==> src/rtl/firefly_pkg.sv <==
// Shared types and nominal 50 MHz timing constants for the firefly stages.
package firefly_pkg;

    localparam int unsigned SENTINEL_WIDTH_CYC = 15000;
    localparam int unsigned PULSE_TOL_CYC      = 1000;
    localparam int unsigned PULSE_MIN_CYC      = SENTINEL_WIDTH_CYC - PULSE_TOL_CYC;
    localparam int unsigned PULSE_MAX_CYC      = SENTINEL_WIDTH_CYC + PULSE_TOL_CYC;
    localparam int unsigned DELAY_CYC_NOM      = 25000;
    localparam int unsigned ON_CYC_NOM         = 10000;
    localparam int unsigned OFF_CYC_NOM        = 10000;
    localparam int unsigned FLASH_NUM_NOM      = 3;
    localparam int unsigned CNT_W_NOM          = 16;
    localparam int unsigned FLASH_CNT_W        = 4;
    localparam int unsigned STAT_W             = 8;

    typedef enum logic [2:0] {
        ST_IDLE      = 3'd0,
        ST_MEASURE   = 3'd1,
        ST_LOCKOUT   = 3'd2,
        ST_DELAY     = 3'd3,
        ST_FLASH_ON  = 3'd4,
        ST_FLASH_OFF = 3'd5
    } worker_state_e;

endpackage

==> src/rtl/firefly_worker_if.sv <==
// Pulse-in / flash-out bundle between the sentinel side and the firefly worker.
interface firefly_worker_if;
    import firefly_pkg::*;

    logic              f1;
    logic              f2;
    logic              busy;
    logic              err;
    logic              done;
    logic [STAT_W-1:0] resp_cnt;
    logic [STAT_W-1:0] err_cnt;

    modport master (output f1, input f2, busy, err, done, resp_cnt, err_cnt);
    modport slave  (input f1, output f2, busy, err, done, resp_cnt, err_cnt);
endinterface

==> src/rtl/firefly_sync.sv <==
// Two-flop synchroniser for an asynchronous pulse, plus a delay flop for edge strobes.
module firefly_sync (
    input  logic clk,
    input  logic rst_n,
    input  logic async_in,
    output logic f1_s,
    output logic rise,
    output logic fall
);

    logic meta_q;
    logic sync_q;
    logic dly_q;

    always_ff @(posedge clk or negedge rst_n) begin
        if (!rst_n) begin
            meta_q <= 1'b0;
            sync_q <= 1'b0;
            dly_q  <= 1'b0;
        end else begin
            meta_q <= async_in;
            sync_q <= meta_q;
            dly_q  <= sync_q;
        end
    end

    // Strobes decode registered bits only, so they are glitch-free.
    assign f1_s = sync_q;
    assign rise = sync_q & ~dly_q;
    assign fall = ~sync_q & dly_q;

endmodule

==> src/rtl/firefly_worker.sv <==
// Firefly worker: validates the sentinel pulse width and answers with a flash burst.
// Optional FIREFLY_WORKER_ERR_CNT_EN builds the rejected-pulse counter err_cnt.
module firefly_worker
    import firefly_pkg::*;
#(
    parameter int unsigned PULSE_MIN = PULSE_MIN_CYC,
    parameter int unsigned PULSE_MAX = PULSE_MAX_CYC,
    parameter int unsigned DELAY_CYC = DELAY_CYC_NOM,
    parameter int unsigned ON_CYC    = ON_CYC_NOM,
    parameter int unsigned OFF_CYC   = OFF_CYC_NOM,
    parameter int unsigned FLASH_NUM = FLASH_NUM_NOM,
    parameter int unsigned CNT_W     = CNT_W_NOM
) (
    input  logic             clk,
    input  logic             rst_n,
    firefly_worker_if.slave  bus
);

    logic f1_s;
    logic rise;
    logic fall;

    firefly_sync u_sync (
        .clk      (clk),
        .rst_n    (rst_n),
        .async_in (bus.f1),
        .f1_s     (f1_s),
        .rise     (rise),
        .fall     (fall)
    );

    worker_state_e          state_q, state_nxt;
    logic [CNT_W-1:0]       cnt_q, cnt_nxt;
    logic [FLASH_CNT_W-1:0] flash_q, flash_nxt;
    logic [STAT_W-1:0]      resp_q, resp_nxt;
    logic                   f2_q, f2_nxt;
    logic                   busy_q, busy_nxt;
    logic                   err_q, err_nxt;
    logic                   done_q, done_nxt;

    // State and output registers.
    always_ff @(posedge clk or negedge rst_n) begin
        if (!rst_n) begin
            state_q <= ST_IDLE;
            cnt_q   <= '0;
            flash_q <= '0;
            resp_q  <= '0;
            f2_q    <= 1'b0;
            busy_q  <= 1'b0;
            err_q   <= 1'b0;
            done_q  <= 1'b0;
        end else begin
            state_q <= state_nxt;
            cnt_q   <= cnt_nxt;
            flash_q <= flash_nxt;
            resp_q  <= resp_nxt;
            f2_q    <= f2_nxt;
            busy_q  <= busy_nxt;
            err_q   <= err_nxt;
            done_q  <= done_nxt;
        end
    end

    // Next state, shared counter and registered output values.
    always_comb begin
        state_nxt = state_q;
        cnt_nxt   = cnt_q;
        flash_nxt = flash_q;
        resp_nxt  = resp_q;
        err_nxt   = 1'b0;

        case (state_q)
            ST_IDLE: begin
                cnt_nxt   = '0;
                flash_nxt = '0;
                if (rise) begin
                    state_nxt = ST_MEASURE;
                    cnt_nxt   = CNT_W'(1);
                end
            end

            ST_MEASURE: begin
                if (fall) begin
                    cnt_nxt = '0;
                    if (cnt_q >= CNT_W'(PULSE_MIN)) begin
                        state_nxt = ST_DELAY;
                    end else begin
                        state_nxt = ST_IDLE;
                        err_nxt   = 1'b1;
                    end
                end else if (f1_s) begin
                    // Reaching PULSE_MAX+1 with the input still high is an overlong pulse.
                    if (cnt_q == CNT_W'(PULSE_MAX)) begin
                        state_nxt = ST_LOCKOUT;
                        cnt_nxt   = '0;
                        err_nxt   = 1'b1;
                    end else begin
                        cnt_nxt = cnt_q + CNT_W'(1);
                    end
                end
            end

            ST_LOCKOUT: begin
                if (!f1_s) begin
                    state_nxt = ST_IDLE;
                    cnt_nxt   = '0;
                end
            end

            ST_DELAY: begin
                if (cnt_q == CNT_W'(DELAY_CYC)) begin
                    state_nxt = ST_FLASH_ON;
                    cnt_nxt   = '0;
                end else begin
                    cnt_nxt = cnt_q + CNT_W'(1);
                end
            end

            ST_FLASH_ON: begin
                if (cnt_q == CNT_W'(ON_CYC - 1)) begin
                    state_nxt = ST_FLASH_OFF;
                    cnt_nxt   = '0;
                end else begin
                    cnt_nxt = cnt_q + CNT_W'(1);
                end
            end

            ST_FLASH_OFF: begin
                if (cnt_q == CNT_W'(OFF_CYC - 1)) begin
                    cnt_nxt   = '0;
                    flash_nxt = flash_q + FLASH_CNT_W'(1);
                    if (flash_q == FLASH_CNT_W'(FLASH_NUM - 1)) begin
                        state_nxt = ST_IDLE;
                        resp_nxt  = resp_q + STAT_W'(1);
                    end else begin
                        state_nxt = ST_FLASH_ON;
                    end
                end else begin
                    cnt_nxt = cnt_q + CNT_W'(1);
                end
            end

            default: begin
                state_nxt = ST_IDLE;
                cnt_nxt   = '0;
                flash_nxt = '0;
            end
        endcase

        f2_nxt   = (state_nxt == ST_FLASH_ON);
        busy_nxt = (state_nxt != ST_IDLE);
        // done covers the final cycle of the last OFF phase.
        done_nxt = (state_nxt == ST_FLASH_OFF) &&
                   (cnt_nxt == CNT_W'(OFF_CYC - 1)) &&
                   (flash_nxt == FLASH_CNT_W'(FLASH_NUM - 1));
    end

`ifdef FIREFLY_WORKER_ERR_CNT_EN
    logic [STAT_W-1:0] err_cnt_q;

    always_ff @(posedge clk or negedge rst_n) begin
        if (!rst_n) begin
            err_cnt_q <= '0;
        end else if (err_nxt) begin
            err_cnt_q <= err_cnt_q + STAT_W'(1);
        end
    end

    assign bus.err_cnt = err_cnt_q;
`else
    assign bus.err_cnt = '0;
`endif

    assign bus.f2       = f2_q;
    assign bus.busy     = busy_q;
    assign bus.err      = err_q;
    assign bus.done     = done_q;
    assign bus.resp_cnt = resp_q;

endmodule
==> src/flat_wrapper.sv <==
// flat-port wrapper written by rule: the top's interface ports become plain ports
module firefly_worker_flat import firefly_pkg::*;
#(
    parameter int unsigned PULSE_MIN = PULSE_MIN_CYC,
    parameter int unsigned PULSE_MAX = PULSE_MAX_CYC,
    parameter int unsigned DELAY_CYC = DELAY_CYC_NOM,
    parameter int unsigned ON_CYC    = ON_CYC_NOM,
    parameter int unsigned OFF_CYC   = OFF_CYC_NOM,
    parameter int unsigned FLASH_NUM = FLASH_NUM_NOM,
    parameter int unsigned CNT_W     = CNT_W_NOM
)
  (clk, rst_n, bus_f1, bus_f2, bus_busy, bus_err, bus_done, bus_resp_cnt, bus_err_cnt);
  firefly_worker_if bus_i ();
  input  logic clk;
  input  logic rst_n;
  input wire logic [$bits(bus_i.f1)-1:0] bus_f1;
  output wire logic [$bits(bus_i.f2)-1:0] bus_f2;
  output wire logic [$bits(bus_i.busy)-1:0] bus_busy;
  output wire logic [$bits(bus_i.err)-1:0] bus_err;
  output wire logic [$bits(bus_i.done)-1:0] bus_done;
  output wire logic [$bits(bus_i.resp_cnt)-1:0] bus_resp_cnt;
  output wire logic [$bits(bus_i.err_cnt)-1:0] bus_err_cnt;
  assign bus_i.f1 = bus_f1;
  assign bus_f2 = bus_i.f2;
  assign bus_busy = bus_i.busy;
  assign bus_err = bus_i.err;
  assign bus_done = bus_i.done;
  assign bus_resp_cnt = bus_i.resp_cnt;
  assign bus_err_cnt = bus_i.err_cnt;
  firefly_worker #(.PULSE_MIN(PULSE_MIN), .PULSE_MAX(PULSE_MAX), .DELAY_CYC(DELAY_CYC), .ON_CYC(ON_CYC), .OFF_CYC(OFF_CYC), .FLASH_NUM(FLASH_NUM), .CNT_W(CNT_W)) u_core (.clk(clk), .rst_n(rst_n), .bus(bus_i));
endmodule
==> config.mk <==
export PLATFORM = sky130hd
export DESIGN_NAME = firefly_worker_flat
export DESIGN_NICKNAME = d
export VERILOG_FILES = /design/src/rtl/firefly_pkg.sv /design/src/rtl/firefly_worker_if.sv /design/src/rtl/firefly_sync.sv /design/src/rtl/firefly_worker.sv /design/src/flat_wrapper.sv
export SDC_FILE = /design/constraint.sdc
export NUM_CORES = 1
export LEC_CHECK = 0
export BUFFER_PORTS_ARGS = -buffer_cell sky130_fd_sc_hd__buf_2
export CAP_MARGIN = 10
export CORE_MARGIN = 5
export CORE_UTILIZATION = 53
export DETAILED_ROUTE_END_ITERATION = 10
export PLACE_DENSITY = 0.83
export REMOVE_ABC_BUFFERS = 1
export SLEW_MARGIN = 40
export SYNTH_ARGS = -nofsm -noshare
export SYNTH_HDL_FRONTEND = slang
export SYNTH_SLANG_ARGS = --single-unit
==> constraint.sdc <==
create_clock -name clk -period 6 [get_ports clk]
set_input_delay 0.3 -clock clk [delete_from_list [all_inputs] [get_ports clk]]
set_output_delay 0.3 -clock clk [all_outputs]
set_load 0.05 [all_outputs]
# == After elaboration in Yosys (flattened, before gate mapping) ==
# Cells that the tools add are included.
# Widths: inputs -> output; s select.
# classes
addsub,3
n_mul,0
div,0
magnitude_cmp,1
n_eq_ne,13
shift,0
muxes,26
n_bitwise,4
n_reduce_logical,7
# ops
op,count
$mux 16,6
$pmux 16 s5,1
$eq 16x14->1 const B,3
$mux 3,9
$pmux 3 s6,1
$add 16x1->16 const B,1
$eq 16x15->1 const B,1
$ge 16x14->1 const B,1
$eq 3x3->1 const B,4
$add 8x1->8 const B,1
$eq 4x2->1 const B,2
$pmux 4 s2,1
$eq 3x2->1 const B,2
$mux 1,6
$add 4x1->4 const B,1
$mux 4,1
$reduce_or 4->1,1
$eq 3x1->1 const B,1
$logic_not 3->1,1
$reduce_and 3->1,1
$reduce_bool 3->1,1
$and 1x1->1,2
$logic_and 1x1->1,2
$mux 2,1
2 further kinds,3
# word_totals
reg_bits,38
latch_bits,0
mem_bits_rw,0
rom_bits,0
in_bits,3
output_inout_bits,20
wordCells,65
mem_count,0

# == Depth between registers and ports, before layout ==
# logic_depth
depth_word,8
depth_mapped,12
ltp_nobuf,10

# == Hierarchy ==
# A second synthesis with hierarchy kept.
# unflattened
cells_unflattened,255
area_unflattened_um2,2362.3
# modules_own_cells
mod,instances,cells_each,area_per_inst_um2,seq_area_each_um2
firefly_worker,1,250,2272.2,875.8
firefly_sync,1,5,90.1,75.1

# == Least setup slack after synthesis ==
# No wires, ideal clock.
# synth_timing
path_type,register -> register
startpoint,register u_core.cnt_q[0]
endpoint,register u_core.done_q (netlist: u_core.bus.done)
setup_time_ns,0.096
t_arrival_ns,2.317
required_ns,5.904
setup_slack_ns,3.587
stages_incl_launch_ff,12
path_buffers,3
period_less_slack_ns,2.413
cell_sequence,dfrtp_1 > ha_1 > and3_1 > buf_2 > and4_1 > buf_6 > o22a_4 > and2_4 > buf_6 > o31ai_1 > nand4_1 > nor4_2
# synth_between
elab_chain_cells,8
word_cells_on_any_way,27
cone_classes,1 x add/sub; 1 x order compare; 6 x eq/ne; 17 x mux; 2 x reduce/logical
# synth_lines
element,line_no,rtl
from (decl),firefly_worker.sv:33,"logic [CNT_W-1:0] cnt_q, cnt_nxt;"
from (signal assigned),firefly_worker.sv:54,cnt_q <= cnt_nxt;
$add 16x1->16 or $eq 16x14->1 (tied branches),--,
$mux 16 or $mux 3 (tied branches),firefly_worker.sv:93,if (cnt_q == CNT_W'(PULSE_MAX)) begin
$mux 16 or $mux 3 (tied branches),firefly_worker.sv:91,end else if (f1_s) begin
$mux 16 or $mux 3 (tied branches),firefly_worker.sv:83,if (fall) begin
$pmux 16 s5 or $pmux 3 s6 (tied branches),firefly_worker.sv:72,case (state_q)
$eq 16x14->1 or $eq 3x3->1 (tied branches),"firefly_worker.sv:154, firefly_worker.sv:153",
$logic_and 1x1->1,firefly_worker.sv:153,done_nxt = (state_nxt == ST_FLASH_OFF) &&
$logic_and 1x1->1 *,firefly_worker.sv:154,(cnt_nxt == CNT_W'(OFF_CYC - 1)) &&
named net u_core.done_nxt,firefly_worker.sv:39,"logic done_q, done_nxt;"
to (signal assigned),firefly_worker.sv:60,done_q <= done_nxt;
to (decl),firefly_worker.sv:39,
# The timed path passes the listed nets; every way through them passes the cells marked *.
# A chain may end at the register's enable or synchronous reset.

# == Final worst setup path ==
# Same ends and word-level chain as after synthesis.

==> metrics.yaml <==
synthArstFlopShare_pct: 100.0
path_max_fanout: 14
final_cells: 318
powerDensity_mw_per_mm2: 305.4
path_cells: "ha_1 > and3_1 > and4_1 > o22a_4 > and2_4 > a31oi_1 > o21ai_0 > nand4_1 > nor4_2"
whs_path_depth: 1
wl_mm: 5.578
skew_ns: 0.004200
hp-class: "primary input to flip-flop"
grt_setup_unrepaired: "no"
startpoint: "u_core.cnt_q[0]"
cp-endpoint: "u_core.bus.done"
clkLatencyLatePin_ns: 0.30
cts-root-buf: "clkbuf_8"
grt_pass1_vias: 1799
num_vias: 2072
power_switching_uw: 270.1
clk_path_buf_depth: 2
post_drt_wl_per_cell_um: 17.54
grt-ovfl-total: 0
crit_arrival_ns: 3.08
worst_pin_slew_ns: 0.5113
synth_cell_type_count: 64
drt_iter0_drc: 229
gp_congestion: 0.9445
synth_edf_count: 0
cts-buffers-inserted: 5
place_area_mm2: 0.002411
combPwrFrac_pct: 27.2
clk_pin_slew_worst_paths_ns: 0.08
setup_viol: 0
yosys.area.top_type_share_pct: 39.83
synth_flop_cell: "dfrtp_1"
syn-mean-instance-area_um2: 9.325
outcome: "complete, no violations"
r2r_slack_ns: 3.13
crit_type: "flip-flop to flip-flop"
switching_share_pct: 34.53
gr-usage-all-layers_pct: 18.90
cp-start-kind: "flip-flop"
firstDrtPassIters: 6
slowest_delay_ns: 0.45
synth_top_area_cell: "dfrtp_1"
fp.dieW_um: 77.12
slew_headroom_pct: 65.91
cts_tree: "done"
grt_antenna_before_repair: 0
intPower_uw: 512.0
fmax_mhz: 348.8
ys_warn_count: 0
final_antenna_net_count: 0
drive_gt1_share_pct: 14.29
drc: 0
syn2layout_area_growth_pct: 7.285
dieArea_mm2: 0.005947
setup_slack_ns: 3.133
drv_slew: 0
fin_crit_sh_pct: 47.79
synthesis.area_mm2: 0.002387
yosysSeqAreaShare_pct: 39.83
fin_hold_ws_ns: 0.1056
r2r-start: "u_core.cnt_q[0]"
crit_required_ns: 6.21
place_ws_ns: 3.270
nets: 273
power_leakage_nw: 1.163
cts-htree-levels: 2
vias_per_cell: 6.516
critPathSlowestCell: "dfrtp_1"
end_kind: "flip-flop"
numClockSinks: 38
finalSetupTns_ns: 0
start_util_pct: 54.83
cap_violations: 0
cts_resized: 0
finalHoldViolCount: 0
n_antenna_cell: 0
design_area_mm2: 0.002561
synth-seq-cells: 38
grt_pass1_wl_mm: 9.197
r2r_end: "u_core.bus.done"
dp.cells: 309
coreArea_mm2: 0.004354
grt_max_degree: 39
hpwl_mm: 3.972
power_frac_seq_pct: 38.8
synth.area.top_cells: "dfrtp_1 40%, nand2_1 4.4%, o21ai_0 3.8%, o31ai_1 3.1%, ha_1 2.6%"
fin_crit_ns: 2.867
port_buffers: 14
ios: 23
vdd_drop_max_uv: 148.3
num_rows: 24
pwr-share-clk_pct: 33.9
dieHeight_um: 77.12
synthCells: 256
rr_worst_depth: 9
-- power by group through the flow --
stage / registers (mW) / clock network (mW) / logic, mW
final: 0.304 / 0.265 / 0.213
after global routing: 0.307 / 0.279 / 0.232
after CTS: 0.303 / 0.266 / 0.207
after detailed placement: 0.307 / 0 / 0.206
after global placement: 0.305 / 0 / 0.206
after floorplan: 0.316 / 0 / 0.143
-- final cells by class --
| class | instances | area (µm²) |
|---|---|---|
| Inverter | 8 | 30.03 |
| Multi-Input combinational cell | 197 | 1295 |
| Sequential cell | 38 | 950.9 |
| Clock inverter | 3 | 68.82 |
| Clock buffer | 5 | 68.82 |
| Fill cell | 370 | 1793 |
| Timing Repair Buffer | 15 | 82.58 |
| Tap cell | 52 | 65.06 |
-- flip-flops by register name, summed over array words and instances, names as in the netlist --
register / cells
u_core.bus.f2: 1
u_core.bus.err: 1
u_core.flash_q: 4
u_core.bus.done: 1
u_core.u_sync.f1_s: 1
u_core.u_sync.dly_q: 1
u_core.bus.resp_cnt: 8
u_core.state_q: 3
u_core.u_sync.meta_q: 1
u_core.cnt_q: 16
u_core.bus.busy: 1
-- worst min path at each step --
stage                                     from                   end  slack [ns]
final                                   bus_f1  u_core.u_sync.meta_q        0.11
after floorplan                          rst_n       u_core.bus.busy       0.004
after detailed placement  u_core.u_sync.meta_q    u_core.u_sync.f1_s        0.34
after global placement    u_core.u_sync.meta_q    u_core.u_sync.f1_s        0.34
after global routing                    bus_f1  u_core.u_sync.meta_q        0.10
after CTS                               bus_f1  u_core.u_sync.meta_q        0.10
-- critical path: cells and delay by family, from the launching register on --
family                     cells  cell delay [ns]
AOI/OAI and AO/OA              3             0.64
and+or+nand+nor                5             1.46
adders and majority gates      1             0.23
DFF                            1             0.45
-- synthesized netlist by cell type (6+ instances only) --
master,instances
nand4_1,10
nand3_1,6
nor2_1,11
nand2_1,28
buf_2,8
xnor2_1,6
buf_4,8
inv_1,8
dfrtp_1,38
o21ai_0,18
o31ai_1,10
a21oi_1,8
-- cell usage in the layout (no fill, tap or decap), drive strengths merged, types with 2 or more instances in the layout --
cell type / count
dfrtp: 38
o311ai: 2
and3: 4
o211ai: 4
a31oi: 2
or3: 3
a211oi: 2
nor4: 4
a22oi: 2
nand3b: 3
and4: 3
o21ai: 19
xor2: 3
nand4: 10
or4: 2
xnor2: 6
and2: 3
conb: 8
clkbuf: 5
nor3: 5
nor2: 12
nand3: 7
nor4bb: 2
a41oi: 2
or2: 2
inv: 8
bufinv: 2
a21oi: 8
nand2: 29
buf: 14
nand2b: 3
ha: 5
mux2: 2
nor2b: 5
nor3b: 3
o31ai: 10
nand4b: 2
a21o: 2
and4bb: 3
-- metal layers --
| layer | share of wire, % | vias up | global-route usage (%) |
|---|---|---|---|
| met3 | 9.6 | 16 | 3.864 |
| met1 | 43 | 973 | 27.56 |
| met5 | 0 | - | 0 |
| li1 | - | 955 | - |
| met2 | 45 | 128 | 28.01 |
| met4 | 2.2 | 0 | 6.014 |
-- metrics by stage --
step,util (%),power [mW]
CTS,58.53,0.7760
floorplan,-,0.4592
detailed placement,55.37,0.5125
global route,58.82,0.8180
finish,58.82,0.7821
global placement,55.37,0.5115
-- cell families after synthesis --
kind of cell	count (synthesis)	synth area share, %
flip-flops	38	39.83
adder cells (fa/ha/maj)	5	2.621
AO/OA/AOI/OAI	64	18.29
buffers and inverters	28	7.023
XOR/XNOR	9	3.302
multiplexers	2	0.9433
AND/OR/NAND/NOR	109	27.83
other	1	0.1571
-- timing repair --
action                                 4_1_cts  5_1_grt
hold buffers                                 0        1
setup buffers                                0        0
endpoints found under the hold margin        0       24
Power figures use the tool's default switching activity.
